<file path="src/rtl/do_fb_pkg.sv">
// -----------------------------------------------------------------------------
// do_fb_pkg
// Shared types and constants for the digital-output feedback monitor.
//   fb_state_e   : monitor FSM states (settle, monitor, test pulse, test end)
//   FC_*         : sticky fault codes reported on fault_code
//   stuck_code() : maps the expected output level to the stuck-at fault code
// -----------------------------------------------------------------------------
package do_fb_pkg;

    typedef enum logic [1:0] {
        StSettle  = 2'd0,
        StMonitor = 2'd1,
        StTest    = 2'd2,
        StTestEnd = 2'd3
    } fb_state_e;

    localparam logic [1:0] FC_NONE     = 2'b00;
    localparam logic [1:0] FC_STUCK_LO = 2'b01;
    localparam logic [1:0] FC_STUCK_HI = 2'b10;
    localparam logic [1:0] FC_TP_FAIL  = 2'b11;

    // Expected high but read low is stuck-low, and the reverse is stuck-high.
    function automatic logic [1:0] stuck_code(input logic expected);
        return expected ? FC_STUCK_LO : FC_STUCK_HI;
    endfunction

endpackage

</file>
<file path="src/rtl/do_fb_sync.sv">
// -----------------------------------------------------------------------------
// do_fb_sync
// Two-flop synchronizer for a single asynchronous input, reset to 0.
// Ports:
//   i_clk : destination clock
//   i_rst : synchronous active-high reset
//   i_d   : asynchronous input
//   o_q   : synchronized output (two clock latency)
// -----------------------------------------------------------------------------
module do_fb_sync (
    input  logic i_clk,
    input  logic i_rst,
    input  logic i_d,
    output logic o_q
);

    logic r_meta;
    logic r_sync;

    always_ff @(posedge i_clk) begin
        if (i_rst) begin
            r_meta <= 1'b0;
            r_sync <= 1'b0;
        end else begin
            r_meta <= i_d;
            r_sync <= r_meta;
        end
    end

    assign o_q = r_sync;

endmodule

</file>
<file path="src/rtl/do_fb_monitor.sv">
// -----------------------------------------------------------------------------
// do_fb_monitor
// Drives one DO channel (fp_channel, fd_channel), compares the synchronized
// readback against fp_channel | fd_channel, debounces mismatches into a sticky
// fault code and runs on-demand test pulses on fd_channel while the output is
// commanded low.
// Optional build macro: DO_FB_AUTO_TEST_EN adds an internal test request every
// AUTO_PERIOD cycles, restarted after each test_done.
// Ports:
//   clk          : system clock
//   rst          : synchronous active-high reset
//   do_cmd       : commanded output level
//   test_req     : single-cycle request for a readback test pulse
//   fault_clr    : single-cycle clear of the sticky fault
//   din_feedback : asynchronous readback from the channel
//   fp_channel   : output drive
//   fd_channel   : diagnostic drive, high only during a test pulse
//   fb_fault     : sticky fault flag
//   fault_code   : 00 none, 01 stuck-low, 10 stuck-high, 11 test-pulse fail
//   test_done    : one-cycle pulse at the end of a test (or a rejected request)
//   test_ok      : test result, valid while test_done is high
// -----------------------------------------------------------------------------
module do_fb_monitor
    import do_fb_pkg::*;
#(
    parameter int unsigned SETTLE_CYC  = 8,
    parameter int unsigned DEB_CYC     = 4,
    parameter int unsigned TP_CYC      = 16,
    parameter int unsigned CNT_W       = 8,
    parameter int unsigned AUTO_PERIOD = 1000
) (
    input  logic       clk,
    input  logic       rst,
    input  logic       do_cmd,
    input  logic       test_req,
    input  logic       fault_clr,
    input  logic       din_feedback,
    output logic       fp_channel,
    output logic       fd_channel,
    output logic       fb_fault,
    output logic [1:0] fault_code,
    output logic       test_done,
    output logic       test_ok
);

    localparam logic [CNT_W-1:0] CNT_ONE     = CNT_W'(1);
    localparam logic [CNT_W-1:0] SETTLE_LAST = CNT_W'(SETTLE_CYC - 1);
    localparam logic [CNT_W-1:0] TP_LAST     = CNT_W'(TP_CYC - 1);
    localparam logic [CNT_W-1:0] DEB_MAX     = CNT_W'(DEB_CYC);
    localparam logic [CNT_W-1:0] DEB_LAST    = CNT_W'(DEB_CYC - 1);

    fb_state_e        r_state, w_state_d;
    logic [CNT_W-1:0] r_cnt, w_cnt_d;
    logic [CNT_W-1:0] r_mis, w_mis_d;
    logic             r_fp, w_fp_d;
    logic             r_fd, w_fd_d;
    logic             r_fault, w_fault_d;
    logic [1:0]       r_code, w_code_d;
    logic             r_done, w_done_d;
    logic             r_ok, w_ok_d;

    logic             w_fb_s;
    logic             w_expected;
    logic             w_det;
    logic [1:0]       w_det_code;
    logic             w_test_req;

    do_fb_sync u_fb_sync (
        .i_clk (clk),
        .i_rst (rst),
        .i_d   (din_feedback),
        .o_q   (w_fb_s)
    );

`ifdef DO_FB_AUTO_TEST_EN
    localparam int unsigned AUTO_W = (AUTO_PERIOD > 1) ? $clog2(AUTO_PERIOD) : 1;
    localparam logic [AUTO_W-1:0] AUTO_LAST = AUTO_W'(AUTO_PERIOD - 1);

    logic [AUTO_W-1:0] r_auto_cnt;
    logic              w_auto_req;

    assign w_auto_req = (r_auto_cnt == AUTO_LAST);

    // Period restarts after every test_done so tests stay AUTO_PERIOD apart.
    always_ff @(posedge clk) begin
        if (rst) begin
            r_auto_cnt <= '0;
        end else if (r_done || w_auto_req) begin
            r_auto_cnt <= '0;
        end else begin
            r_auto_cnt <= r_auto_cnt + AUTO_W'(1);
        end
    end

    assign w_test_req = test_req | w_auto_req;
`else
    logic w_unused_auto;
    assign w_unused_auto = (AUTO_PERIOD != 0);
    assign w_test_req    = test_req;
`endif

    assign w_expected = r_fp | r_fd;

    always_comb begin
        w_state_d  = r_state;
        w_cnt_d    = r_cnt;
        w_mis_d    = r_mis;
        w_fp_d     = r_fp;
        w_fd_d     = r_fd;
        // A request not accepted below is answered as rejected next cycle.
        w_done_d   = w_test_req;
        w_ok_d     = 1'b0;
        w_det      = 1'b0;
        w_det_code = FC_NONE;

        unique case (r_state)
            StSettle: begin
                w_fp_d  = do_cmd;
                w_mis_d = '0;
                if (do_cmd != r_fp) begin
                    w_cnt_d = '0;
                end else if (r_cnt == SETTLE_LAST) begin
                    w_state_d = StMonitor;
                    w_cnt_d   = '0;
                end else begin
                    w_cnt_d = r_cnt + CNT_ONE;
                end
            end

            StMonitor: begin
                if (w_test_req && !r_fp) begin
                    // Accepted test holds fp; any do_cmd change waits until SETTLE.
                    w_state_d = StTest;
                    w_fd_d    = 1'b1;
                    w_cnt_d   = '0;
                    w_done_d  = 1'b0;
                end else if (do_cmd != r_fp) begin
                    w_fp_d    = do_cmd;
                    w_state_d = StSettle;
                    w_cnt_d   = '0;
                    w_mis_d   = '0;
                end else if (w_fb_s != w_expected) begin
                    if (r_mis < DEB_MAX) begin
                        w_mis_d = r_mis + CNT_ONE;
                    end
                    if (r_mis == DEB_LAST) begin
                        w_det      = 1'b1;
                        w_det_code = stuck_code(w_expected);
                    end
                end else begin
                    w_mis_d = '0;
                end
            end

            StTest: begin
                if (r_cnt == TP_LAST) begin
                    w_fd_d    = 1'b0;
                    w_state_d = StTestEnd;
                    w_cnt_d   = '0;
                    w_done_d  = 1'b1;
                    w_ok_d    = w_fb_s;
                    if (!w_fb_s) begin
                        w_det      = 1'b1;
                        w_det_code = FC_TP_FAIL;
                    end
                end else begin
                    w_cnt_d = r_cnt + CNT_ONE;
                end
            end

            StTestEnd: begin
                // Pick up the latest command on the way back into SETTLE.
                w_fp_d    = do_cmd;
                w_state_d = StSettle;
                w_cnt_d   = '0;
            end

            default: begin
                w_state_d = StSettle;
                w_cnt_d   = '0;
            end
        endcase

        // Clearing restarts the debounce, so a persistent fault re-asserts
        // after a full DEB_CYC window rather than immediately.
        if (fault_clr && !w_det) begin
            w_mis_d = '0;
        end
    end

    // Sticky fault: first fault wins; a detection beats a simultaneous clear.
    always_comb begin
        w_fault_d = r_fault;
        w_code_d  = r_code;
        if (fault_clr) begin
            w_fault_d = 1'b0;
            w_code_d  = FC_NONE;
        end
        if (w_det && (!r_fault || fault_clr)) begin
            w_fault_d = 1'b1;
            w_code_d  = w_det_code;
        end
    end

    always_ff @(posedge clk) begin
        if (rst) begin
            r_state <= StSettle;
            r_cnt   <= '0;
            r_mis   <= '0;
            r_fp    <= 1'b0;
            r_fd    <= 1'b0;
            r_fault <= 1'b0;
            r_code  <= FC_NONE;
            r_done  <= 1'b0;
            r_ok    <= 1'b0;
        end else begin
            r_state <= w_state_d;
            r_cnt   <= w_cnt_d;
            r_mis   <= w_mis_d;
            r_fp    <= w_fp_d;
            r_fd    <= w_fd_d;
            r_fault <= w_fault_d;
            r_code  <= w_code_d;
            r_done  <= w_done_d;
            r_ok    <= w_ok_d;
        end
    end

    assign fp_channel = r_fp;
    assign fd_channel = r_fd;
    assign fb_fault   = r_fault;
    assign fault_code = r_code;
    assign test_done  = r_done;
    assign test_ok    = r_ok;

endmodule
</file>
<file path="config.mk">
export PLATFORM = sky130hd
export DESIGN_NAME = do_fb_monitor
export DESIGN_NICKNAME = d
export VERILOG_FILES = /design/src/rtl/do_fb_pkg.sv /design/src/rtl/do_fb_sync.sv /design/src/rtl/do_fb_monitor.sv
export SDC_FILE = /design/constraint.sdc
export NUM_CORES = 1
export LEC_CHECK = 0
export ABC_CLOCK_PERIOD_IN_PS = 2800
export CORE_MARGIN = 2
export CORE_UTILIZATION = 50
export DETAILED_ROUTE_END_ITERATION = 8
export PLACE_DENSITY = 0.81
export SLEW_MARGIN = 20
export SYNTH_ARGS = -nofsm -noshare
export SYNTH_HDL_FRONTEND = slang
export SYNTH_SLANG_ARGS = --single-unit
export TNS_END_PERCENT = 5
</file>
<file path="constraint.sdc">
create_clock -name clk -period 2.8 [get_ports clk]
set_clock_uncertainty 0.05 [all_clocks]
set_input_delay 0.42 -clock clk [delete_from_list [all_inputs] [get_ports clk]]
set_output_delay 0.42 -clock clk [all_outputs]
set_load 0.01 [all_outputs]
</file>
# Word level (Yosys, flattened, before mapping)
# Cells that the tools add are included.
[totals] reg_bits=27 in_bits=6 output_inout_bits=7 elab_cells=97
[op_classes] n_reduce_logical=19 magnitude_cmp=1 add_sub_neg=2 n_mux=45 n_eq_ne=16 n_bitwise=3
[op_table] cell="2-to-1 mux 8 bit" n=9
[op_table] cell="one-hot mux 8 bit (4 select lines)" n=1
[op_table] cell="2-to-1 mux 2 bit" n=14
[op_table] cell="adder 8 x 1 -> 8 bit (second input constant)" n=2
[op_table] cell="one-hot mux 8 bit (2 select lines)" n=1
[op_table] cell="2-to-1 mux 1 bit" n=14
[op_table] cell="inequality test 2 bit (second input constant)" n=6
[op_table] cell="AND reduction 3 bit" n=3
[op_table] cell="== test 8 x 2 -> 1 bit (second input constant)" n=1
[op_table] cell="== test 8 x 3 -> 1 bit (second input constant)" n=1
[op_table] cell="== test 8 x 4 -> 1 bit (second input constant)" n=1
[op_table] cell="less-than comparator 8 x 3 -> 1 bit (second input constant)" n=1
[op_table] cell="one-hot mux 1 bit (2 select lines)" n=4
[op_table] cell="one-hot mux 2 bit (4 select lines)" n=1
[op_table] cell="nonzero test 2 bit" n=4
[op_table] cell="== test 2 bit (second input constant)" n=2
[op_table] cell="inequality test 4 bit (second input constant)" n=1
[op_table] cell="one-hot mux 2 bit (2 select lines)" n=1
[op_table] cell="AND reduction 4 bit" n=1
[op_table] cell="OR reduction 2 bit" n=2
[op_table] cell="logical AND 1 bit" n=3
[op_table] cell="logical NOT 1 bit" n=3
[op_table] cell="inequality test 3 bit (second input constant)" n=1
[op_table] cell="OR reduction 3 bit" n=1
[op_table] cell="other kinds (6)" n=8

# Longest topological paths before layout
# Gate-level depths: netlist (run 1).
[depth] depth_word=9 mapped_depth=8 ltp_nobuf=7

# Modules after synthesis
# Synthesis (run 1) repeated with hierarchy kept, for this count alone.
[unflattened] cells_unflattened=173 area_unflattened_um2=1471.4
[modules_own_cells] mod="do_fb_monitor" n_inst=1 area_per_inst_um2=1418.9 seq_area_each_um2=500.5 cells_each=169
[modules_own_cells] mod="do_fb_sync" n_inst=1 area_per_inst_um2=52.6 seq_area_each_um2=40.0 cells_each=4

# Worst setup path after synthesis (run 1)
# Ideal clock, no wire load.
[synth_path] kind="register to register" from="reg r_state[0]" to="reg (tool-made name)" setup_ns=0.071 synth_period_minus_slack_ns=2.148 path_buffers=1 path_stages_with_launch=9 t_arrival_ns=2.028 t_required_ns=2.679 slack_ns=0.652 cell_sequence="dfxtp_1 > inv_1 > ha_1 > clkbuf_1 > or4b_2 > o22ai_1 > o22ai_1 > or3_1 > a21oi_1"
[synth_rtl] element="from (decl)" line="do_fb_monitor.sv:52" rtl="fb_state_e r_state, w_state_d;"
[synth_rtl] element="from (signal assigned)" line="do_fb_monitor.sv:207" rtl="r_state <= StSettle;"
[synth_rtl] element="from (signal assigned)" line="do_fb_monitor.sv:217" rtl="r_state <= w_state_d;"

==> flow_summary.yaml, run 1 <==
status:
  outcome: "finished, final reports clean"
grt:
  grtUsageMet2: 0.332
  grt_overflow: 0
  grt-busiest-layer: "met2"
  use_met1: 0.246
  grt_pass1_wl_um: 5330
  grt_max_degree: 17
  grt_usage: 0.195
  grt.met3_usage: 0.0480
  grt_pass1_vias: 1235
  grt_antenna_before_repair: 0
logic_synthesis:
  synth.distinct_cells: 47
  async_flop_share: 0
  yosys.area.top_type: "dfxtp_1"
  syn_area_um2: 1510
  yosysWarnings: 0
  synth_top_area_frac: 0.357
  ys_seq_area_frac: 0.357
  synth.net_count: 192
  synth_top_cells_by_area: "dfxtp_1 36%, nor2_1 6.5%, a21oi_1 4.6%"
  syn_avg_cell_area_um2: 8.36
  yosys_register_bits: 27
  postSynthCellCount: 181
  synth_edf_count: 0
  ys.flop_type: "dfxtp_1"
clock_tree:
  cts_buffers: 3
  path_clk_slew_ns: 0.14
  clkLatencyLatePin_ns: 0.32
  root_buffer: "clkbuf_4"
  htree_num_levels: 1
  hold_buffers: 0
  cts-resized-gates: 0
  cts_setup_buffers: 0
  cts_tree: "yes"
  clockBufferDepth: 2
  numClockSinks: 27
placed_design:
  dp_cells: 219
  post-dp-hpwl_um: 2330
  placement.io_buffers: 12
  routabilityCongestion: 0.855
timing:
  worst_pin_slew_ns: 0.555
  setup_viol: 0
  whs_ns: 0.411
  period_needed_ns: 2.29
  slew-limit-headroom: 0.629
  setup_tns_ns: 0
  fmax_mhz: 437
  slew_violations: 0
  rsz0062_at_grt: "no"
  final-hold-violation-count: 0
  timing.final.crit_share: 0.817
power_and_ir_drop:
  comb_power_share: 0.077
  netSwitchingPower_uw: 141
  power.density_nw_per_um2: 360
  internal_power_uw: 465
  swShare: 0.233
  leakage_nw: 0.568
  p_clk_frac: 0.273
  vdd_drop_max_mv: 0.283
  pwr-share-seq: 0.650
cells_and_area:
  stdcell_count: 223
  syn2layout_area_growth_pct: 11.2
  n_antenna_cell: 0
  drive_above_1_share: 0.0781
  fin_nets: 204
floorplanning:
  dieArea_um2: 3480
  die_height_um: 59.0
  initial_core_util: 0.539
  io_pins: 13
  core-area_um2: 2810
  die_x_um: 59.0
  rows: 19
detailed_routing:
  avgViaCountPerCell: 5.92
  drt_iter0_markers: 72
  detail_route.drc_violations: 0
  via_count: 1320
  drt-wirelength-per-cell_um: 13.7
  dr.pass1.iters: 4
  ant_nets: 0
  wl_um: 3060
critical_path:
  crit_required_ns: 3.01
  start_kind: "flip-flop"
  path_class: "reg2reg"
  cp.arrival_ns: 2.50
  rrSetupSlack_ns: 0.51
  end_kind: "flip-flop"
  worst-path-max-fanout: 10
job:
  maxCapViolations: 0
min_path:
  hold_class: "reg2reg"
[layout make-up]
type / count / area [um2]
repair buffers: 13 / 128
well taps: 31 / 38.8
clock buffers: 3 / 22.5
inverters: 7 / 26.3
clock inverters: 1 / 5.00
multi-input cells: 141 / 922
flip-flops and latches: 27 / 541
fillers: 236 / 1120
[per-layer routing]
layer / wire length, um / part of all wire
met5: 0 / 0
met4: 31 / 0.010
met3: 128 / 0.042
met2: 1470 / 0.48
met1: 1430 / 0.47
[synth_stat cells, types with 2 or more instances]
cell type / count
and2_1: 2
nand2_1: 9
xor2_1: 5
nor2_1: 26
or3_1: 4
a31oi_1: 3
ha_1: 5
and3_1: 3
nand4_1: 4
a21oi_1: 14
nor3_1: 7
xnor2_1: 4
o21ai_0: 8
nand2b_1: 3
o22ai_1: 2
a22oi_1: 2
nand3b_1: 2
nor2b_1: 4
inv_1: 7
a41oi_1: 2
or4b_4: 2
a211oi_1: 2
clkbuf_1: 5
mux2i_1: 2
nand3_1: 6
dfxtp_1: 27
[registers in the layout, summed over array words and instances (netlist names), named ones only]
register / flops
fault_code: 2
test_ok: 1
fd_channel: 1
r_state: 1
r_cnt: 8
test_done: 1
fb_fault: 1
fp_channel: 1
r_mis: 8
u_fb_sync.r_meta: 1
u_fb_sync.o_q: 1
[power groups by stage]
stage | clock [mW] | combinational, mW | sequential, mW
floorplan | 0 | 0.0291 | 0.401
global placement | 0 | 0.0448 | 0.402
detailed placement | 0 | 0.0464 | 0.403
CTS | 0.175 | 0.0467 | 0.394
global route | 0.190 | 0.0515 | 0.395
finish | 0.166 | 0.0464 | 0.394
[worst max-delay path, cell delays in order, from the launching register on]
cell and delay (ns):
dfxtp_1 0.37, inv_1 0.09, ha_1 0.32, or4b_2 0.64, o22ai_1 0.12, o22ai_1 0.14, or3_1 0.37, a21oi_1 0.12
[final timing paths]
path | from | end | cells after the start
max reg2reg | r_state[0] | flip-flop | 7
min reg2reg | u_fb_sync.r_meta | u_fb_sync.o_q | 1
max | r_state[0] | flip-flop | 7
min | u_fb_sync.r_meta | u_fb_sync.o_q | 1
[layout by cell type, fill, tap and decap left out, types with 2 or more instances in the layout]
| cell type | n |
|---|---|
| ha_1 | 5 |
| mux2i_1 | 2 |
| nand3_1 | 6 |
| nand2b_1 | 3 |
| and3_1 | 3 |
| nor2_1 | 26 |
| o21ai_0 | 8 |
| dfxtp_1 | 27 |
| nand2_1 | 9 |
| a22oi_1 | 2 |
| clkbuf_4 | 3 |
| o22ai_1 | 2 |
| nand4_1 | 4 |
| clkdlybuf4s50_1 | 12 |
| a41oi_1 | 2 |
| inv_1 | 7 |
| nor2b_1 | 4 |
| xnor2_1 | 4 |
| or3_1 | 4 |
| a211oi_1 | 2 |
| or4b_4 | 2 |
| nor3_1 | 7 |
| nand3b_1 | 2 |
| a31oi_1 | 3 |
| a21oi_1 | 14 |
| and2_1 | 2 |
| xor2_1 | 5 |
[logic make-up (layout without fill, tap and decap cells)]
kind of cell,count (synthesis),count (layout),share of synthesized area
muxes,3,3,0.0207
adders and majority gates,5,5,0.0414
and+or+nand+nor,83,83,0.304
AOI/OAI and AO/OA,41,41,0.192
buffers and inverters,13,24,0.0331
DFF,27,27,0.357
xor gates and xnor gates,9,9,0.0521
[metrics by stage]
step,power (mW),instance area [um2],utilization,setup WS (ns)
global route,0.637,1680,0.600,0.324
CTS,0.616,1680,0.600,0.504
floorplan,0.430,1510,-,0.652
global placement,0.447,1660,0.590,0.519
detailed placement,0.449,1660,0.590,0.439
finish,0.606,1680,0.600,0.512
No activity file was read; power rests on OpenSTA's default activity.
==> inputs of run 2 (changes only) <==
- ABC_CLOCK_PERIOD_IN_PS: 2800 -> 2100
- PLACE_DENSITY: 0.81 -> 0.83
- clock period: 2.8 -> 2.1 ns (I/O delays scaled with it)
==> run 2 against run 1 <==
Clock power up 39%. Register-to-register slack worse by 0.47 ns. Non-clock buffer count up 19. Routed wire length up 20%. Worst setup slack worse by 0.47 ns. Sequential cell count unchanged. Combinational power up 70%. Critical path depth down 2. Critical path type unchanged. Highest routed layer unchanged.
==> flow_summary.yaml, run 2 (synthesis results as in run 1) <==
clock_tree:
  cts_tree: "yes"
  cts_setup_buffers: 0
  path_clk_slew_ns: 0.14
  numClockSinks: 27
  clockBufferDepth: 2
  hold_buffers: 0
  root_buffer: "clkbuf_4"
  htree_num_levels: 1
  cts_buffers: 3
  clkLatencyLatePin_ns: 0.33
timing:
  setup_tns_ns: 0
  fmax_mhz: 486
  setup_ws_ns: 0.0418
  rsz0062_at_grt: "yes"
  slew-limit-headroom: 0.692
  whs_ns: 0.400
  timing.final.crit_share: 0.980
  setup_viol: 0
  final-hold-violation-count: 0
  period_needed_ns: 2.06
  worst_pin_slew_ns: 0.457
  slew_violations: 0
grt:
  grt_usage: 0.227
  grt_antenna_before_repair: 0
  grt_max_degree: 15
  grt_overflow: 0
  grt_pass1_wl_um: 6100
  grt_pass1_vias: 1429
min_path:
  hold_class: "reg2reg"
  whs_path_depth: 1
critical_path:
  crit_required_ns: 2.29
  end_kind: "flip-flop"
  worst-path-max-fanout: 5
  start_kind: "flip-flop"
  path_class: "reg2reg"
  cp.arrival_ns: 2.25
  worstRegToRegCells: 5
job:
  maxCapViolations: 0
floorplanning:
  die_height_um: 59.0
  io_pins: 13
  dieArea_um2: 3480
  initial_core_util: 0.539
  die_x_um: 59.0
  rows: 19
  core-area_um2: 2810
detailed_routing:
  drt_iter0_markers: 90
  via_count: 1454
  wl_um: 3680
  dr.pass1.iters: 4
  ant_nets: 0
  avgViaCountPerCell: 6.01
  drt-wirelength-per-cell_um: 15.2
  detail_route.drc_violations: 0
cells_and_area:
  final_common_cell: "nor2_1"
  n_antenna_cell: 0
  num-fill-cells: 230
  syn2layout_area_growth_pct: 23.4
  stdcell_area_um2: 1870
  final_util: 0.665
  drive_above_1_share: 0.204
  fin_nets: 223
  final_cell_mix: "26 x nor2_1, 25 x dfxtp_1, 20 x buf_4"
power_and_ir_drop:
  power.density_nw_per_um2: 447
  vdd_drop_max_mv: 0.339
  leakage_nw: 0.671
placed_design:
  placement.io_buffers: 12
  routabilityCongestion: 0.948
  pre_cts_ws_ns: -0.131
  post-dp-hpwl_um: 2750
  placed_cell_area_um2: 1820
status:
  outcome: "finished, final reports clean"
## run 2: metal layers
layer | GRT usage | vias to the layer above | wire, um
met4 | 0.101 | 0 | 63
met2 | 0.400 | 45 | 1820
met1 | 0.269 | 682 | 1620
li1 | - | 720 | -
met3 | 0.0393 | 7 | 172
met5 | 0 | - | 0
## run 2: final cells by class
| class | count | area (um2) | area share |
|---|---|---|---|
| Inverter | 7 | 26.3 | 0.0141 |
| Tap cell | 31 | 38.8 | 0.0208 |
| Sequential cell | 27 | 543 | 0.291 |
| Clock buffer | 4 | 26.3 | 0.0141 |
| Timing Repair Buffer | 32 | 270 | 0.145 |
| Multi-Input combinational cell | 141 | 962 | 0.515 |
## run 2: repair_timing
item	4_1_cts	5_1_grt
gates resized for setup	1	5
pin swaps	0	3
endpoints found under the setup margin	3	16
## run 2: path summary, 6_finish.rpt
check / slack (ns) / start / endpoint
setup reg to reg: 0.04 / r_cnt[4] / r_cnt[3]
hold / removal: 0.40 / u_fb_sync.r_meta / u_fb_sync.o_q
hold reg to reg: 0.40 / u_fb_sync.r_meta / u_fb_sync.o_q
setup / recovery: 0.04 / r_cnt[4] / r_cnt[3]
## run 2: critical path: stages (launching register included)
cell	delay, ns
dfxtp_1	0.35
or4b_4	0.56
or4b_1	0.54
a22oi_2	0.21
a211o_2	0.21
a21oi_1	0.05
## run 2: through the flow
step | total power, mW | std cells
CTS | 0.837 | 242
floorplan | 0.574 | 181
global placement | 0.609 | 238
finish | 0.834 | 242
global route | 0.867 | 242
detailed placement | 0.611 | 238
## run 2: power breakdown
part           internal [mW]  switching [mW]  total [mW]  leakage [nW]
Clock                 0.0748           0.156       0.231        0.0150
Sequential             0.519         0.00623       0.525         0.220
Combinational         0.0395          0.0394      0.0790         0.436
Total                  0.633           0.201       0.834         0.671
==> inputs of run 3 (changes only) <==
- MAX_ROUTING_LAYER: default -> met4
==> run 3 against run 2 <==
Register-to-register slack is essentially flat. Routed wire length shrank 0.33%. Non-clock buffer count is the same. Combinational power is essentially flat. Cell count is the same. Total power is essentially flat. Utilization is the same. Hold slack is essentially flat. Critical endpoint unchanged. Largest cell class unchanged. Highest routed layer unchanged.
==> flow_summary.yaml, run 3 (synthesis results as in run 1) <==
timing:
  rsz0062_at_grt: "yes"
  final-hold-violation-count: 0
  period_needed_ns: 2.06
  slew_violations: 0
  timing.final.crit_share: 0.979
  setup_viol: 0
  slew-limit-headroom: 0.692
  worst_pin_slew_ns: 0.457
  fmax_mhz: 486
  setup_tns_ns: 0
  setup_ws_ns: 0.0437
clock_tree:
  path_clk_slew_ns: 0.14
  numClockSinks: 27
  clockBufferDepth: 2
  root_buffer: "clkbuf_4"
  cts_buffers: 3
  cts_tree: "yes"
  htree_num_levels: 1
  clkLatencyLatePin_ns: 0.33
  cts_setup_buffers: 0
cells_and_area:
  final_cell_mix: "26 x nor2_1, 25 x dfxtp_1, 20 x buf_4"
  fin_nets: 223
  syn2layout_area_growth_pct: 23.4
  final_util: 0.665
  stdcell_area_um2: 1870
  drive_above_1_share: 0.204
  n_antenna_cell: 0
  stdcell_count: 242
  final_common_cell: "nor2_1"
floorplanning:
  dieArea_um2: 3480
  rows: 19
  die_height_um: 59.0
  die_x_um: 59.0
  io_pins: 13
  core-area_um2: 2810
  initial_core_util: 0.539
placed_design:
  post-dp-hpwl_um: 2750
  routabilityCongestion: 0.965
  dp_cells: 238
  placed_cell_area_um2: 1820
  placement.io_buffers: 12
  pre_cts_ws_ns: -0.131
detailed_routing:
  drt_iter0_markers: 78
  via_count: 1466
  drt-wirelength-per-cell_um: 15.2
  dr.pass1.iters: 4
  ant_nets: 0
  detail_route.drc_violations: 0
  wl_um: 3670
  avgViaCountPerCell: 6.06
critical_path:
  start_kind: "flip-flop"
  path_class: "reg2reg"
  end_kind: "flip-flop"
  crit_required_ns: 2.29
  cp.arrival_ns: 2.25
  worst-path-max-fanout: 5
  critical-path-slowest-cell: "or4b_4"
  crit_path_cell_trace: "or4b_4 > or4b_1 > a22oi_2 > a211o_2 > a21oi_1"
  slowest_delay_ns: 0.56
grt:
  grt_usage: 0.234
  grt_pass1_vias: 1427
  grt_pass1_wl_um: 6110
  grt_overflow: 0
  grt_max_degree: 15
  grt_antenna_before_repair: 0
job:
  maxCapViolations: 0
min_path:
  hold_class: "reg2reg"
power_and_ir_drop:
  power.density_nw_per_um2: 447
  leakage_nw: 0.671
  vdd_drop_max_mv: 0.338
status:
  outcome: "finished, final reports clean"
run 3: cell counts in the layout (fill, tap and decap cells not counted):
Identical to the previous run, type by type.
run 3: power by group:
part           total, mW  switching (mW)  internal (mW)
Sequential         0.525         0.00623          0.519
Clock              0.230           0.156         0.0748
Combinational     0.0788          0.0392         0.0395
run 3: worst max-delay path: cells and delay by family (launching register included):
family           cells  cell delay (ns)
flip-flops           1             0.35
AND/OR/NAND/NOR      2             1.10
AO/OA/AOI/OAI        3             0.47
run 3: layout make-up:
| type | count | area, um2 |
|---|---|---|
| multi-input cells | 141 | 962 |
| fillers | 230 | 938 |
| flip-flops and latches | 27 | 543 |
| repair buffers | 32 | 270 |
| well taps | 31 | 38.8 |
| clock buffers | 4 | 26.3 |
| inverters | 7 | 26.3 |
run 3: path summary, 6_finish.rpt:
| path | slack, ns | cells past startpoint | to | from |
|---|---|---|---|---|
| max | 0.04 | 5 | r_cnt[3] | r_cnt[4] |
| min reg2reg | 0.40 | 1 | u_fb_sync.o_q | u_fb_sync.r_meta |
| max reg2reg | 0.04 | 5 | r_cnt[3] | r_cnt[4] |
| min | 0.40 | 1 | u_fb_sync.o_q | u_fb_sync.r_meta |
run 3: repair_timing:
item,4_1_cts,5_1_grt
hold buffers,0,0
hold endpoints to repair,0,0
setup endpoints to repair,3,16
gates resized for setup,1,5
pin swaps,0,3
gates cloned,0,0
run 3: per-layer routing:
metal / share of wire / global-route usage / up-vias / wire length (um)
li1: - / - / 720 / -
met1: 0.44 / 0.273 / 691 / 1610
met2: 0.50 / 0.400 / 48 / 1830
met3: 0.045 / 0.0349 / 7 / 164
met4: 0.017 / 0.101 / 0 / 63
met5: 0 / - / - / 0
run 3: through the flow:
step / hold slack, ns / power [mW]
2_1_floorplan: 0.337 / 0.574
3_3_place_gp: 0.368 / 0.609
3_5_place_dp: 0.382 / 0.611
4_1_cts: 0.412 / 0.837
5_1_grt: 0.415 / 0.869
6_report: 0.400 / 0.834
